--- config.mk ---
export PLATFORM = sky130hd
export DESIGN_NAME = muldiv_sequencer_flat
export DESIGN_NICKNAME = d
export VERILOG_FILES = /design/src/rtl/muldiv_sequencer_if.sv /design/src/rtl/muldiv_sequencer.sv /design/src/flat_wrapper.sv
export SDC_FILE = /design/constraint.sdc
export NUM_CORES = 1
export LEC_CHECK = 0
export BUFFER_PORTS_ARGS = -buffer_cell sky130_fd_sc_hd__clkbuf_2
export CELL_PAD_IN_SITES_DETAIL_PLACEMENT = 0
export CELL_PAD_IN_SITES_GLOBAL_PLACEMENT = 1
export CORE_UTILIZATION = 50
export CTS_BUF_LIST = sky130_fd_sc_hd__clkbuf_16
export DETAILED_ROUTE_END_ITERATION = 16
export PLACE_DENSITY_LB_ADDON = 0.25
export SLEW_MARGIN = 10
export SYNTH_ARGS = -nofsm -noshare
export SYNTH_HDL_FRONTEND = slang
export SYNTH_SLANG_ARGS = --single-unit
export TNS_END_PERCENT = 100
--- constraint.sdc ---
create_clock -name clock -period 15.35 [get_ports clock]
set_input_delay 1.535 -clock clock [delete_from_list [all_inputs] [get_ports clock]]
set_output_delay 1.535 -clock clock [all_outputs]
set_load 0.03 [all_outputs]
--- src/rtl/muldiv_sequencer_if.sv ---
// Request/response bundle between the core and the multi-cycle RV32M sequencer.
// The core drives the master side; the sequencer owns the slave side.
interface muldiv_sequencer_if #(parameter int XLEN = 32) ();
    logic            start_valid;
    logic            start_ready;
    logic [2:0]      op;
    logic [XLEN-1:0] operand_a;
    logic [XLEN-1:0] operand_b;
    logic            flush;
    logic            result_valid;
    logic            result_ready;
    logic [XLEN-1:0] result;
    logic            busy;

    modport master (
        output start_valid, op, operand_a, operand_b, flush, result_ready,
        input  start_ready, result_valid, result, busy
    );

    modport slave (
        input  start_valid, op, operand_a, operand_b, flush, result_ready,
        output start_ready, result_valid, result, busy
    );
endinterface

--- src/rtl/muldiv_sequencer.sv ---
// Bit-serial RV32M multiply/divide: shift-add multiply, restoring divide,
// with divide-by-zero and signed-overflow answered directly at acceptance.
module muldiv_sequencer #(
    parameter int XLEN = 32
) (
    input  logic clock,
    input  logic reset_n,
    muldiv_sequencer_if.slave bus
);
    localparam int CW = $clog2(XLEN);
    localparam logic [XLEN-1:0] SMIN = {1'b1, {(XLEN-1){1'b0}}};

    typedef enum logic [1:0] {IDLE, MUL, DIV, DONE} state_t;

    state_t          state, state_nxt;
    logic [2:0]      op_q;
    logic            neg_q;
    logic [CW-1:0]   cnt;
    logic [XLEN-1:0] dmag;      // multiplicand (MUL) or divisor (DIV) magnitude
    logic [2*XLEN-1:0] acc;     // {hi, multiplier} for MUL; low half is quotient for DIV
    logic [XLEN:0]   rem;
    logic [XLEN-1:0] result_q;

    logic            accept, sa, sb, neg_in, special;
    logic [XLEN-1:0] amag, bmag, special_res;

    always_comb begin
        accept = (state == IDLE) && bus.start_valid && !bus.flush;
        sa = bus.operand_a[XLEN-1] && (bus.op inside {3'b001, 3'b010, 3'b100, 3'b110});
        sb = bus.operand_b[XLEN-1] && (bus.op inside {3'b001, 3'b100, 3'b110});
        amag = sa ? -bus.operand_a : bus.operand_a;
        bmag = sb ? -bus.operand_b : bus.operand_b;
        case (bus.op)
            3'b001, 3'b100: neg_in = sa ^ sb;
            3'b010, 3'b110: neg_in = sa;
            default:        neg_in = 1'b0;
        endcase
        special = bus.op[2] && ((bus.operand_b == '0) ||
                  (!bus.op[0] && bus.operand_a == SMIN && bus.operand_b == '1));
        if (bus.operand_b == '0)
            special_res = bus.op[1] ? bus.operand_a : '1;
        else
            special_res = bus.op[1] ? '0 : SMIN;
    end

    logic [XLEN:0]     mul_sum;
    logic [2*XLEN-1:0] acc_mul, prod;
    logic [XLEN+1:0]   shifted, diff;
    logic              qbit;
    logic [XLEN:0]     rem_div;
    logic [XLEN-1:0]   quo_div, quo_f, rem_f, mul_sel, div_sel;

    always_comb begin
        mul_sum = {1'b0, acc[2*XLEN-1:XLEN]} + (acc[0] ? {1'b0, dmag} : {(XLEN+1){1'b0}});
        acc_mul = {mul_sum, acc[XLEN-1:1]};
        prod    = neg_q ? -acc_mul : acc_mul;
        mul_sel = (op_q[1:0] == 2'b00) ? prod[XLEN-1:0] : prod[2*XLEN-1:XLEN];

        // Remainder stays below the divisor, so the top bit of diff is a clean borrow.
        shifted = {rem, acc[XLEN-1]};
        diff    = shifted - {2'b00, dmag};
        qbit    = ~diff[XLEN+1];
        rem_div = qbit ? diff[XLEN:0] : shifted[XLEN:0];
        quo_div = {acc[XLEN-2:0], qbit};
        quo_f   = neg_q ? -quo_div : quo_div;
        rem_f   = neg_q ? -rem_div[XLEN-1:0] : rem_div[XLEN-1:0];
        div_sel = op_q[1] ? rem_f : quo_f;
    end

    always_ff @(posedge clock or negedge reset_n) begin
        if (!reset_n) state <= IDLE;
        else          state <= state_nxt;
    end

    always_comb begin
        state_nxt = state;
        case (state)
            IDLE: if (accept) state_nxt = special ? DONE : (bus.op[2] ? DIV : MUL);
            MUL,
            DIV:  if (cnt == '0) state_nxt = DONE;
            DONE: if (bus.result_ready) state_nxt = IDLE;
            default: state_nxt = IDLE;
        endcase
        if (bus.flush) state_nxt = IDLE;
    end

    always_ff @(posedge clock or negedge reset_n) begin
        if (!reset_n) begin
            op_q     <= '0;
            neg_q    <= 1'b0;
            cnt      <= '0;
            dmag     <= '0;
            acc      <= '0;
            rem      <= '0;
            result_q <= '0;
        end else begin
            case (state)
                IDLE: if (accept) begin
                    op_q  <= bus.op;
                    neg_q <= neg_in;
                    cnt   <= CW'(XLEN-1);
                    dmag  <= bus.op[2] ? bmag : amag;
                    acc   <= {{XLEN{1'b0}}, (bus.op[2] ? amag : bmag)};
                    rem   <= '0;
                    if (special) result_q <= special_res;
                end
                MUL: begin
                    acc <= acc_mul;
                    cnt <= cnt - CW'(1);
                    if (cnt == '0) result_q <= mul_sel;
                end
                DIV: begin
                    acc[XLEN-1:0] <= quo_div;
                    rem <= rem_div;
                    cnt <= cnt - CW'(1);
                    if (cnt == '0) result_q <= div_sel;
                end
                default: ;
            endcase
        end
    end

    assign bus.busy         = (state != IDLE);
    assign bus.start_ready  = (state == IDLE);
    assign bus.result_valid = (state == DONE);
    assign bus.result       = result_q;
endmodule

--- src/flat_wrapper.sv ---
// flat-port wrapper written by rule: the top's interface ports become plain ports
module muldiv_sequencer_flat 
#(
    parameter int XLEN = 32
)
  (clock, reset_n, bus_start_valid, bus_op, bus_operand_a, bus_operand_b, bus_flush, bus_result_ready, bus_start_ready, bus_result_valid, bus_result, bus_busy);
  muldiv_sequencer_if #(.XLEN(XLEN)) bus_i ();
  input  logic clock;
  input  logic reset_n;
  input wire logic [$bits(bus_i.start_valid)-1:0] bus_start_valid;
  input wire logic [$bits(bus_i.op)-1:0] bus_op;
  input wire logic [$bits(bus_i.operand_a)-1:0] bus_operand_a;
  input wire logic [$bits(bus_i.operand_b)-1:0] bus_operand_b;
  input wire logic [$bits(bus_i.flush)-1:0] bus_flush;
  input wire logic [$bits(bus_i.result_ready)-1:0] bus_result_ready;
  output wire logic [$bits(bus_i.start_ready)-1:0] bus_start_ready;
  output wire logic [$bits(bus_i.result_valid)-1:0] bus_result_valid;
  output wire logic [$bits(bus_i.result)-1:0] bus_result;
  output wire logic [$bits(bus_i.busy)-1:0] bus_busy;
  assign bus_i.start_valid = bus_start_valid;
  assign bus_i.op = bus_op;
  assign bus_i.operand_a = bus_operand_a;
  assign bus_i.operand_b = bus_operand_b;
  assign bus_i.flush = bus_flush;
  assign bus_i.result_ready = bus_result_ready;
  assign bus_start_ready = bus_i.start_ready;
  assign bus_result_valid = bus_i.result_valid;
  assign bus_result = bus_i.result;
  assign bus_busy = bus_i.busy;
  muldiv_sequencer #(.XLEN(XLEN)) u_core (.clock(clock), .reset_n(reset_n), .bus(bus_i));
endmodule
-- Word level (Yosys, flattened, before mapping)
Cells that the tools add are included.
- output and inout bits: 35
- flip-flop bits (word level): 171
- reductions and logical operators: 31
- multiplexer cells: 34
- equal/unequal tests: 16
- bitwise operators: 2
- add/sub/neg operators: 8
- operator list (kind ; number):
    2-to-1 mux 32 bit ; 16
    case mux 32 bit (3 select lines) ; 2
    2-to-1 mux 64 bit ; 2
    negator 32 bit ; 4
    2-to-1 mux 33 bit ; 2
    case mux 33 bit (2 select lines) ; 1
    == test 32 bit (second input constant) ; 2
    negator 64 bit ; 1
    case mux 32 bit (2 select lines) ; 1
    subtractor 34 x 32 -> 34 bit ; 1
    adder 32 x 33 -> 33 bit ; 1
    logical NOT 32 bit ; 1
    2-to-1 mux 2 bit ; 6
    case mux 5 bit (2 select lines) ; 1
    AND reduction 2 bit ; 5
    inequality test 2 x 1 -> 1 bit (second input constant) ; 4
    nonzero test 2 bit ; 4
    logical AND 1 bit ; 7
    == test 3 bit (second input constant) ; 2
    case mux 2 bit (3 select lines) ; 1
    nonzero test 3 bit ; 2
    OR reduction 2 bit ; 3
    logical NOT 5 bit ; 1
    2-to-1 mux 5 bit ; 1
    other kinds (17) ; 20

-- Logic depth before layout (Yosys ltp)
- word-level depth: 9
- gate-level depth with buffers: 23

-- Worst setup path before layout
No wires, ideal clock.
- kind: register to register
- from: register u_core.rem[3]
- to: register u_core.result_q[30] (netlist: u_core.bus.result[30])
- data required time: 15211 ps
- stages on the path, launching flop included: 21
- setup time: 139 ps
- setup slack: 10263 ps
- arrival: 4949 ps
- path through: dfrtp_1 -> ha_1 -> a21o_1 -> a31oi_1 -> a2111oi_4 -> o31a_1 -> nor4_2 -> nor2_4 -> inv_2 -> buf_2 -> buf_1 -> o21ai_0 -> inv_1 -> ha_1 -> nand2_1 -> o41ai_1 -> nand4b_1 -> and4bb_2 -> a21o_1 -> a2111oi_0 -> or4_1
- cells in the longest elaborated chain, start to end: 7
- elaborated cells between the ends (all ways): 10
- RTL lines (item ; RTL line ; source):
    start, declared ; muldiv_sequencer.sv:21 ; logic [XLEN:0] rem;
    start signal, assigned ; muldiv_sequencer.sv:114 ; rem <= rem_div;
    subtractor 34 x 32 -> 34 bit ; muldiv_sequencer.sv:61 ; diff = shifted - {2'b00, dmag};
    2-to-1 mux 33 bit or NOT 1 bit (tied branches) ; muldiv_sequencer.sv:63, muldiv_sequencer.sv:62 ;
    negator 32 bit (on tied branches) ; muldiv_sequencer.sv:66, muldiv_sequencer.sv:65 ;
    2-to-1 mux 32 bit (on tied branches) ; muldiv_sequencer.sv:66, muldiv_sequencer.sv:65 ;
    2-to-1 mux 32 bit (*) ; muldiv_sequencer.sv:67 ; div_sel = op_q[1] ? rem_f : quo_f;
    2-to-1 mux 32 bit (*) ; muldiv_sequencer.sv:116 ; if (cnt == '0) result_q <= div_sel;
    case mux 32 bit (3 select lines) (*) ; muldiv_sequencer.sv:97 ; case (state)
    end signal, assigned ; muldiv_sequencer.sv:105 ; if (special) result_q <= special_res;
    end signal, assigned ; muldiv_sequencer.sv:110 ; if (cnt == '0) result_q <= mul_sel;
    end signal, assigned ; muldiv_sequencer.sv:116 ;
    end, declared ; muldiv_sequencer.sv:22 ; logic [XLEN-1:0] result_q;
Every way passes the cells marked *; elsewhere a longest branch is shown, timed or not. The select of a mux whose other input is x is not followed.
A chain may end at the register's enable or synchronous reset.

-- Worst setup path after layout
- from: register u_core.dmag[8]
- to: register u_core.result_q[26] (netlist: u_core.bus.result[26])
- cells in the longest elaborated chain, start to end: 7
- elaborated cells between the ends (all ways): 16
- RTL lines (item ; RTL line ; source):
    start, declared ; muldiv_sequencer.sv:19 ; logic [XLEN-1:0] dmag;
    start signal, assigned ; muldiv_sequencer.sv:102 ; dmag <= bus.op[2] ? bmag : amag;
    2-to-1 mux 32 bit or subtractor 34 x 32 -> 34 bit (tied branches) ; muldiv_sequencer.sv:54, muldiv_sequencer.sv:61 ;
    adder 32 x 33 -> 33 bit, or another cell as far along ; muldiv_sequencer.sv:54 ; mul_sum = {1'b0, acc[2*XLEN-1:XLEN]} + (acc[0] ? {1'b0, dmag} : {(XLEN+1){1'b0}});
    negator 64 bit, or another cell as far along ; muldiv_sequencer.sv:56 ; prod = neg_q ? -acc_mul : acc_mul;
    2-to-1 mux 64 bit, or another cell as far along ; muldiv_sequencer.sv:56 ;
    2-to-1 mux 32 bit (on tied branches) ; muldiv_sequencer.sv:57, muldiv_sequencer.sv:67 ;
    2-to-1 mux 32 bit (on tied branches) ; muldiv_sequencer.sv:110, muldiv_sequencer.sv:116 ;
    case mux 32 bit (3 select lines) (*) ; muldiv_sequencer.sv:97 ;
Marks and branches as above.

==> key figures <==
CTS
  • Post-CTS Setup Bufs: 0
  • CTS sink count: 171
  • Post-CTS sizing: 0
  • Worst-path clk slew: 0.08 ns
  • Worst-case clock buffer depth: 2
  • H-tree depth: 4
  • Clock Latency Late Sink: 0.48 ns
  • CTS Buf Count: 17
  • Root Buffer: clkbuf_16
  • Hold-fix buffers, CTS: 0
  • CTS tree: yes

Placed design
  • PortBufs: 106
  • Setup WS pre-CTS: 9.16 ns
  • Routability cong.: 1.01
  • Post-DP HPWL: 54.9 mm

Worst setup path
  • Worst EP required: 15.76 ns
  • WS Path Type: reg2reg
  • Crit. End Element: flop
  • R2r setup slk: 8.87 ns
  • CP Launch Type: flop
  • RR Endpoint: u_core.bus.result[26]
  • Reg2reg start: u_core.dmag[8]
  • Max FO, Critical Path: 36
  • Worst r2r path cells: 18
  • Arr. time, crit path: 6.88 ns

STA
  • Slew headroom: 20.8%
  • Worst Skew: 0.0199 ns
  • Final WS setup: 8.87 ns
  • Final period util: 42.2%
  • Worst-margin pin slew: 1.18 ns
  • Slew Limit Fails: 0
  • Unrepaired setup endpoints after global routing: no
  • Fin Setup TNS: 0 ns
  • Setup violators final: 0
  • Post-route minimum period: 6.48 ns
  • Max Fclk: 154 MHz
  • Final Hold Violating Endpoints: 0

Synth
  • Seq/Total Area, Yosys: 24.1%
  • Synth warn: 0
  • Main synth FF type: dfrtp_1
  • Cell variety after synth: 95
  • Syn_nets: 2543
  • Syn avg cell area: 7.42 um2
  • Cells after Synth: 2392
  • Async SR Flop Fraction: 100%
  • EDFF count, synth: 0
  • Post-synthesis cell area: 17700 um2
  • Flops & latches, synth: 171

GRT
  • Pin count of the biggest net entering global routing: 99
  • Remaining global-route overflow: 0
  • Vias in the first global route: 17900
  • Global-route wire length before repair: 109 mm
  • Antenna violations before repair: 4
  • Tot GR Track Use: 39.6%

Final layout
  • Fillers: 3446
  • Area grow syn2layout: 7.52%
  • Multi-input gate area: 12500 um2
  • Layout cell share with drive strength beyond 1: 9.42%
  • # nets final: 2527
  • Register area: 4280 um2

Floorplanning
  • Core area: 34700 um2
  • Full die area: 36200 um2
  • Die Span Y: 190 um
  • Rows: 68
  • IO Pins: 107
  • Die X-Extent: 190 um
  • Starting Density: 51.1%

Pwr
  • Leak Pwr: 8.06 nW
  • Peak VDD IR: 0.192 mV
  • Pwr Density: 220 nW/um2

Worst hold path
  • Hold Path Stages: 2
  • Hold crit path type: reg2reg
  • HP Start: u_core.dmag[17]
  • Hold Crit Endpoint: u_core.dmag[17]

Route
  • WL/cell: 25.0 um
  • First-pass DRT Iterations: 5
  • Via density: 6.70
  • Final WL: 71.2 mm
  • Final antenna-violating net count: 0
  • 1st-iter DRT viols: 2000
  • # DRC: 0
  • Detailed-route via count: 19100

Status
  • Status: completed

Job
  • Max-cap check violation count: 0
## cell families (layout without fill, tap and decap cells)
kind of cell	after synthesis	in the layout	share of synthesized area (%)
xor gates and xnor gates	209	209	10.3
DFF	171	171	24.1
buffers and inverters	250	247	5.47
and+or+nand+nor	779	779	20.4
adders and majority gates	79	79	5.65
muxes	49	49	2.98
other	0	3	0
AOI/OAI and AO/OA	855	855	31.0
## cells in the final DEF (no fill, tap or decap), types with 9 or more instances in the layout
cell type,synthesis,routed
or4_1,16,16
a221oi_1,12,12
nand4_1,26,26
o21a_1,21,21
a21o_1,33,33
a221o_1,29,29
mux2i_1,37,37
a211o_1,12,12
a21oi_1,222,221
xnor2_1,124,124
dfrtp_1,171,169
nor2b_1,13,13
xor2_1,85,85
a22o_1,24,24
o22ai_1,9,9
nor4_1,19,19
a211oi_1,18,17
and3_1,15,15
o211ai_1,30,30
nand2_1,258,258
clkbuf_2,1,104
clkbuf_16,0,17
o221ai_1,9,9
or2_2,9,9
ha_1,77,75
a31oi_1,24,24
mux2_2,10,10
nor2_1,243,242
buf_4,1,27
inv_1,80,81
o21ai_0,256,256
and2_1,15,15
o41ai_1,20,19
nor3_1,66,66
o31ai_1,46,46
or3_1,23,23
nand2b_1,12,12
a2111oi_0,12,12
nand3_1,31,31
## layout make-up
| type | count | area share, % |
|---|---|---|
| multi-input cells | 1971 | 65.7 |
| flip-flops and latches | 171 | 22.4 |
| repair buffers | 132 | 3.85 |
| well taps | 455 | 2.98 |
| clock buffers | 17 | 2.23 |
| inverters | 83 | 1.63 |
| clock inverters | 15 | 1.10 |
| diodes | 3 | 0.0393 |
## power breakdown
group	switching (W)	total (W)	internal (W)
combinational	0.00194	0.00287	0.000927
clock	0.000220	0.000496	0.000276
sequential	0.000218	0.000831	0.000613
total	0.00238	0.00420	0.00182
## stage by stage
stage | instance area [um2] | instances | util (%) | hold slack [ns] | total power (W)
after floorplan | 17700 | 2392 | - | 0.450 | 0.00272
after global placement | 18400 | 2812 | 53.1 | 0.462 | 0.00357
after detailed placement | 18400 | 2812 | 53.1 | 0.470 | 0.00359
after CTS | 19100 | 2844 | 54.9 | 0.486 | 0.00410
after global routing | 19100 | 2845 | 55.0 | 0.497 | 0.00443
final | 19100 | 2847 | 55.0 | 0.478 | 0.00420
## metal layers
layer	wire [um]	vias up	global-route usage, %
met3	6690	193	8.08
met4	3900	2	20.6
met5	12	-	0
li1	-	8717	-
met1	29600	9221	52.7
met2	31000	953	60.2
## worst max-delay path by stage
stage	startpoint	endpoint	cells after the start
after floorplan	u_core.rem[3]	u_core.bus.result[30]	20
after global placement	u_core.dmag[8]	u_core.bus.result[30]	18
after detailed placement	u_core.dmag[8]	u_core.bus.result[26]	18
after CTS	u_core.dmag[8]	u_core.bus.result[26]	18
after global routing	u_core.rem[23]	u_core.bus.result[30]	17
final	u_core.dmag[8]	u_core.bus.result[26]	18
## synth_stat cells (18+ instances only)
library cell,instances,share of area [%]
o41ai_1,20,0.99
nand2_1,258,5.5
or3_1,23,0.81
inv_1,80,1.7
nor4_1,19,0.67
a31oi_1,24,0.85
nand3_1,31,0.87
o21ai_0,256,7.2
o21a_1,21,0.89
nor2_1,243,5.1
mux2i_1,37,2.1
xor2_1,85,4.2
a21o_1,33,1.4
nor3_1,66,1.9
o31ai_1,46,1.9
a211oi_1,18,0.76
dfrtp_1,171,24
nand4_1,26,0.92
a22o_1,24,1.2
o211ai_1,30,1.3
ha_1,77,5.4
xnor2_1,124,6.1
a21oi_1,222,6.3
clkbuf_1,137,2.9
a221o_1,29,1.6
## critical path: stages, from the launching register on
cell and delay (ns):
dfrtp_1 0.38, inv_1 0.20, ha_1 0.35, a21oi_1 0.34, a21boi_0 0.32, o22ai_1 0.23
o31a_1 0.35, nor4_2 0.84, nor2_4 0.02, inv_2 0.58, mux2i_1 0.36, ha_1 0.31
nand2_1 0.11, o41ai_2 0.50, or3b_2 0.56, o21ai_1 0.21, xnor2_1 0.17, a211oi_1 0.44
a21o_1 0.12
## registers in the layout (all words and copies together), names as in the netlist
signal and cells:
u_core.acc 64, u_core.bus.result 32, u_core.neg_q 1, u_core.rem 33, u_core.op_q 2, u_core.dmag 32
u_core.state 2, u_core.cnt 5
No activity file was read; power rests on OpenSTA's default activity.
